$ cat src/rtl/sha_block_loader.sv
// Streams message words into the external 16-word shift register, then hands the
// completed block to the SHA core and holds the register stable until the core is done.
module sha_block_loader #(
    parameter int NUM_WORDS = 16
) (
    input  logic        clk,
    input  logic        n_rst,
    input  logic [31:0] word_in,
    input  logic        word_valid,
    output logic        word_ready,
    input  logic        flush,
    input  logic        core_done,
    output logic        shift_enable,
    output logic [31:0] serial_out,
    output logic        core_start,
    output logic        busy,
    output logic [4:0]  word_count,
    output logic [7:0]  block_count,
    output logic [1:0]  o_dbg_state
);

    typedef enum logic [1:0] {
        LOAD  = 2'd0,
        START = 2'd1,
        BUSY  = 2'd2
    } state_t;

    localparam logic [4:0] LAST_WORD = 5'(NUM_WORDS - 1);

    state_t      r_state, w_next_state;
    logic [4:0]  r_word_count, w_next_word_count;
    logic [7:0]  r_block_count, w_next_block_count;
    logic        w_accept;

    // Handshake: a word transfers in any cycle where word_valid and word_ready are both
    // high; word_ready does not depend on word_valid, and flush blocks the transfer.
    assign word_ready   = (r_state == LOAD) && !flush;
    assign w_accept     = word_valid && word_ready;
    assign shift_enable = w_accept;
    assign serial_out   = word_in;
    assign core_start   = (r_state == START);
    assign busy         = (r_state != LOAD);
    assign word_count   = r_word_count;
    assign block_count  = r_block_count;
    assign o_dbg_state  = r_state;

    always_comb begin
        w_next_state       = r_state;
        w_next_word_count  = r_word_count;
        w_next_block_count = r_block_count;
        if (flush) begin
            w_next_state      = LOAD;
            w_next_word_count = 5'd0;
        end else begin
            case (r_state)
                LOAD: begin
                    if (w_accept) begin
                        if (r_word_count == LAST_WORD) begin
                            w_next_state      = START;
                            w_next_word_count = 5'd0;
                        end else begin
                            w_next_word_count = r_word_count + 5'd1;
                        end
                    end
                end
                START: w_next_state = BUSY;
                BUSY: begin
                    if (core_done) begin
                        w_next_state       = LOAD;
                        w_next_block_count = r_block_count + 8'd1;
                    end
                end
                default: w_next_state = LOAD;
            endcase
        end
    end

    always_ff @(posedge clk or negedge n_rst) begin
        if (!n_rst) begin
            r_state       <= LOAD;
            r_word_count  <= 5'd0;
            r_block_count <= 8'd0;
        end else begin
            r_state       <= w_next_state;
            r_word_count  <= w_next_word_count;
            r_block_count <= w_next_block_count;
        end
    end

endmodule

$ cat config.mk
export PLATFORM = sky130hd
export DESIGN_NAME = sha_block_loader
export DESIGN_NICKNAME = d
export VERILOG_FILES = /design/src/rtl/sha_block_loader.sv
export SDC_FILE = /design/constraint.sdc
export NUM_CORES = 1
export LEC_CHECK = 0
export ABC_AREA = 1
export ABC_CLOCK_PERIOD_IN_PS = 1400
export CAP_MARGIN = 20
export CORE_MARGIN = 5
export CORE_UTILIZATION = 33
export CTS_BUF_LIST = sky130_fd_sc_hd__clkbuf_8
export CTS_CLUSTER_DIAMETER = 200
export CTS_CLUSTER_SIZE = 14
export DETAILED_ROUTE_END_ITERATION = 8
export PLACE_DENSITY = 0.87
export SLEW_MARGIN = 20
export SYNTH_ARGS = -nofsm -noshare
export SYNTH_HDL_FRONTEND = slang
export SYNTH_SLANG_ARGS = --single-unit
$ cat constraint.sdc
create_clock -name clk -period 1.4 [get_ports clk]
set_input_delay 0.14 -clock clk [delete_from_list [all_inputs] [get_ports clk]]
set_output_delay 0.14 -clock clk [all_outputs]
set_load 0.01 [all_outputs]
==> run metrics, run 1 <==
status=finished clean; post-DP HPWL=around 1.5 mm; Vias=roughly 790; H-tree level count=1; initial antenna violation count=0; endpoints failing hold=0; most frequent cell after synthesis=nand2_1; main combinational cell family by area after synthesis=simple AND/OR/NAND/NOR gates; drt initial violations=15; placed cell area=between 0.001 and 0.0015 mm²; drt first pass iters=4; crit-path max FO=5; clk_lat worst skew=approximately 0.24 ns; initial core utilization=0.3467; Top FF cell, synth=dfrtp_1; Compound-Gate Fraction of Synth Area=0.03283; PwrDens=717.3 mW/mm²; CTS clk-pin slew, worst paths=~0.06 ns; Ys Warns=0; Worst VDD drop=about 0.25 mV; final net count=about 190; detailed-route DRC error count=0; Tmin final=about 1.4 ns; layout cells sized above 1=0.2552; Routed wire per std cell=10.63 µm; switching share of power=0.2344; vias per cell=around 4.2; Post-synth EDFFs=0; crit path DAT=approximately 1.2 ns; Max clock buf depth=2; Fillers=roughly 310; first-pass GRT wire length=around 3.1 mm; synth top area cells=dfrtp_1, buf_4, nand2_1; Die Area=~0.0045 mm²; FF+latch area=around 380 µm²; share of the synthesized area in the top cell type=0.3517; final slew viol count=0; Worst setup EP type=output pin; core box area=0.003078 mm²; Critical Path RT=1.26 ns; Synth Area in XOR/XNOR=0.04103; Cell Rows=20; total CTS buffers=3; Max stage delay on crit path=~0.56 ns; Hold-fix buffers, CTS=0; final worst slack=~0.05 ns; post-synthesis cell count=roughly 130; Netlist cell types=20; Post-synth ARST share=1.000; post-place setup slack=-0.1712 ns; Least-Margin Pin Slew=between 0.2 and 0.25 ns; RSZ-0062 raised after global routing=false; Startpoint Class=flip-flop; most instantiated cells after synthesis=nand2_1, buf_4, dfrtp_1, nor2_1, inv_1; Ports=just under 90; max_cap viols=0; critical path buffer and inverter count=1; WL final=~2.0 mm; FMAX=740.7 MHz; Die W=approximately 67 µm; syn nets=around 170; Yosys top cell by area=dfrtp_1; Clk network pwr share=0.370; Post-Layout Inst Area=0.001281 mm²; sequential power share=0.498; Multi-input gate area=412.9 µm²; clk sinks=15; mux cell area share after synthesis=0; cell family with most CP delay=buffers and inverters; Post-Syn Area=approximately 0.0011 mm²; sequential fraction of the synthesis area=0.3517; gp weighted congestion=approximately 0.78; switching power=between 0.2 and 0.25 mW; FF+latch count, synth=15; Crit Path Class=reg2out; Internal Power=0.7036 mW; Hold Crit Class=in2async; chip height=about 67 µm; P&R area growth vs syn=20.05%; grt ovf=0; Max-slew headroom=0.8331; TritonCTS clock tree=built; worst-path cell chain=clkdlybuf4s50_1; vias in the first global route=around 730; ant diodes=0; Synth Area in Adders=0.02345; Clock Skews=roughly 0.0039 ns; P_leak=approximately 0.72 nW; IO Port Bufs=23; CP max stage cell=clkdlybuf4s50_1; ANT nets after route=0; CTS root buf=clkbuf_8; syn_area_per_cell=8.025 µm²; Tcrit/Tclk final=0.9643; all-layer global routing usage=0.08895; Setup-failing EPs final=0; largest net degree at the start of global routing=16; logic gate share of total power=0.132; Post-Synth Simple-Gate Area=0.2896
## layout make-up
type | count | area share
Multi-Input combinational cell | 76 | 0.3223
Sequential cell | 15 | 0.2930
Timing Repair Buffer | 40 | 0.2764
Tap cell | 44 | 0.04297
Clock buffer | 3 | 0.03223
Inverter | 10 | 0.03027
Clock inverter | 1 | 0.002930
## final timing paths
kind                            cells past startpoint              to  slack (ns)            from
worst min-delay path                                2  block_count[5]        0.20           n_rst
worst max register to register                      5  o_dbg_state[0]        0.21   word_count[0]
min in group clk                                    0   serial_out[3]        0.28      word_in[3]
worst min register to register                      1  block_count[2]        0.53  block_count[2]
max in group asynchronous                           2  block_count[0]        1.02           n_rst
worst max-delay path                                1   word_count[0]        0.05   word_count[0]
## registers in the layout, indices dropped and copies added, names as in the netlist
| signal | count |
|---|---|
| word_count | 5 |
| block_count | 8 |
| o_dbg_state | 2 |
## through the flow
stage | total power, mW | utilization | std cells | hold slack [ns] | TNS [ns]
finish | 0.9190 | 0.4163 | 189 | 0.2030 | 0
detailed placement | 0.5791 | 0.3833 | 177 | 0.2801 | -0.3041
CTS | 0.9158 | 0.3988 | 182 | 0.2120 | 0
floorplan | 0.5992 | - | 133 | -0.1556 | 0
global route | 0.9624 | 0.4163 | 189 | 0.2258 | 0
global placement | 0.5759 | 0.3833 | 177 | 0.2801 | -0.1730
## layout by cell type (no fill, tap or decap), drive strengths merged
cell,count
a21oi,2
buf,17
clkbuf,4
clkdlybuf4s50,17
clkinv,1
dfrtp,15
dlygate4sd2,3
dlymetal6s2s,2
ha,2
inv,10
nand2,42
nand3,7
nor2,14
o211a,1
o21ai,3
xnor2,4
xor2,1
## kinds of logic (layout without fill, tap and decap cells)
group,after synthesis,count (layout)
adder cells (fa/ha/maj),2,2
XOR/XNOR,5,5
AND/OR/NAND/NOR,63,63
buffers and inverters,42,54
flip-flops,15,15
AO/OA/AOI/OAI,6,6
## layer usage
metal,track usage,vias up,share of wire,routed length [µm]
li1,-,399,-,-
met1,0.09637,374,0.42,845
met2,0.1559,14,0.50,1000
met3,0.04047,2,0.076,152
met4,0.02278,0,0.0050,10
met5,0,-,0,0
## what timing repair did
action,4_1_cts,5_1_grt
hold endpoints to repair,0,0
endpoints found under the setup margin,5,8
buffers inserted,1,7
resized for setup,4,4
## power by group through the flow
stage	Sequential [mW]	Combinational (mW)	Clock, mW
2_1_floorplan	0.470	0.130	0
4_1_cts	0.459	0.113	0.344
3_5_place_dp	0.467	0.112	0
5_1_grt	0.459	0.133	0.370
6_report	0.457	0.121	0.340
3_3_place_gp	0.466	0.110	0
Note: power is estimated with default switching activity, not from simulation.
==> inputs of run 2 (changes only) <==
CORE_MARGIN = default   (was 5)
PLACE_DENSITY = 0.82   (was 0.87)
SKIP_CTS_REPAIR_TIMING = 1   (was default)
==> run 2 against run 1 <==
- die area is 22% lower
- wire length shrank 6.1%
- register-to-register slack got worse by 0.05 ns
- hold slack improved by 0.011 ns
- critical endpoint is now block_count[0]
- largest cell class unchanged
- largest power group unchanged
==> run metrics, run 2 (synthesis gave the netlist of run 1 again) <==
status=finished clean; largest net degree at the start of global routing=16; cell count after placement=around 180; crit path DAT=1.21 ns; Die Area=~0.0035 mm²; drt initial violations=25; Vias=781; max FFs per register=8; Clock Skews=0.001403 ns; placed cell area=approximately 0.0012 mm²; vias per cell=around 4.2; initial antenna violation count=0; Fillers=between 300 and 400; Final Non-Filler Cells=roughly 190; Clk network pwr share=0.371; layout cells sized above 1=0.2676; vias in the first global route=roughly 690; crit-path max FO=4; Hold Crit Class=in2async; Startpoint Class=flip-flop; CTS clk-pin slew, worst paths=~0.060 ns; gp weighted congestion=0.7502; FMAX=around 740 MHz; Worst setup EP type=output pin; Max-slew headroom=0.8505; endpoints failing hold=0; first-pass GRT wire length=between 3 and 4 mm; worst-path cell chain=clkdlybuf4s50_1; drt first pass iters=4; WL final=1.887 mm; switching share of power=0.2300; CTS root buf=clkbuf_8; Max clock buf depth=2; Ports=88; Least-Margin Pin Slew=approximately 0.22 ns; sequential power share=0.509; clk sinks=15; PwrDens=a little over 700 mW/mm²; core box area=roughly 0.003 mm²; clk_lat worst skew=0.24 ns; ant diodes=0; detailed-route DRC error count=0; final slew viol count=0; max_cap viols=0; Critical Path RT=1.26 ns; switching power=around 0.21 mW; Worst VDD drop=~0.34 mV; all-layer global routing usage=0.1150; total CTS buffers=3; initial core utilization=0.3496; Post-Layout Inst Area=0.001277 mm²; critical path buffer and inverter count=1; Multi-input gate area=around 420 µm²; Max stage delay on crit path=roughly 0.56 ns; FF+latch area=around 380 µm²; Tmin final=1.352 ns; H-tree level count=1; Cell Rows=20; CP max stage cell=clkdlybuf4s50_1; Setup-failing EPs final=0; P&R area growth vs syn=19.70%; Final Util=0.4184; RSZ-0062 raised after global routing=true; grt ovf=0; Crit Path Class=reg2out; most frequent cells in the layout=nand2_1, clkdlybuf4s50_1, buf_4; most common cell after layout, fill and taps aside=nand2_1; final net count=around 180; chip height=between 50 and 60 µm; Routed wire per std cell=10.15 µm; Internal Power=~0.69 mW; Tcrit/Tclk final=0.9657; total power=approximately 0.9 mW; Die W=just under 60 µm; TritonCTS clock tree=built; logic gate share of total power=0.120; IO Port Bufs=23; P_leak=approximately 0.73 nW; cell family with most CP delay=buffers and inverters; post-DP HPWL=around 1.5 mm; ANT nets after route=0
[run 2: layer usage]
metal / track usage / share of wire / wire (µm) / up-vias
li1: - / - / - / 393
met1: 0.1454 / 0.42 / 798 / 362
met2: 0.1834 / 0.50 / 940 / 20
met3: 0.03516 / 0.069 / 131 / 6
met4: 0.04422 / 0.0090 / 17 / 0
met5: 0 / 0 / 0 / -
[run 2: worst paths after layout]
path | to | cells after the start | from | slack, ns
setup / recovery | block_count[0] | 1 | block_count[0] | 0.05
hold / removal | o_dbg_state[0] | 2 | n_rst | 0.21
setup reg to reg | word_count[1] | 9 | o_dbg_state[1] | 0.16
hold reg to reg | block_count[3] | 1 | block_count[3] | 0.52
max in group asynchronous | word_count[2] | 2 | n_rst | 1.00
min in group clk | serial_out[20] | 0 | word_in[20] | 0.28
[run 2: layout make-up]
type | instances | share of cell area
tap | 44 | 0.04309
multi-input combinational | 76 | 0.3271
inverter | 10 | 0.03036
clock inverter | 1 | 0.002938
clock buffer | 3 | 0.03232
sequential | 15 | 0.2958
timing repair buffer | 37 | 0.2684
[run 2: power by group through the flow]
stage / clock [mW] / sequential (mW) / combinational [mW]
global placement: 0 / 0.466 / 0.109
finish: 0.334 / 0.459 / 0.108
detailed placement: 0 / 0.467 / 0.112
CTS: 0.351 / 0.459 / 0.112
floorplan: 0 / 0.470 / 0.130
global route: 0.374 / 0.460 / 0.120
[run 2: worst reg2reg max path: cells and delay by family (launching register included)]
family	cells	cell delay, ns
DFF	1	0.40
buffers and inverters	3	0.33
and+or+nand+nor	6	0.45
[run 2: through the flow]
step	worst slack [ns]	hold WS, ns	setup TNS [ns]
after global routing	-0.04385	0.2335	-0.04564
final	0.04805	0.2144	0
after global placement	-0.1740	0.2801	-0.1785
after detailed placement	-0.1761	0.2801	-0.2167
after CTS	-0.2660	0.2256	-0.7024
after floorplan	0.2682	-0.1556	0
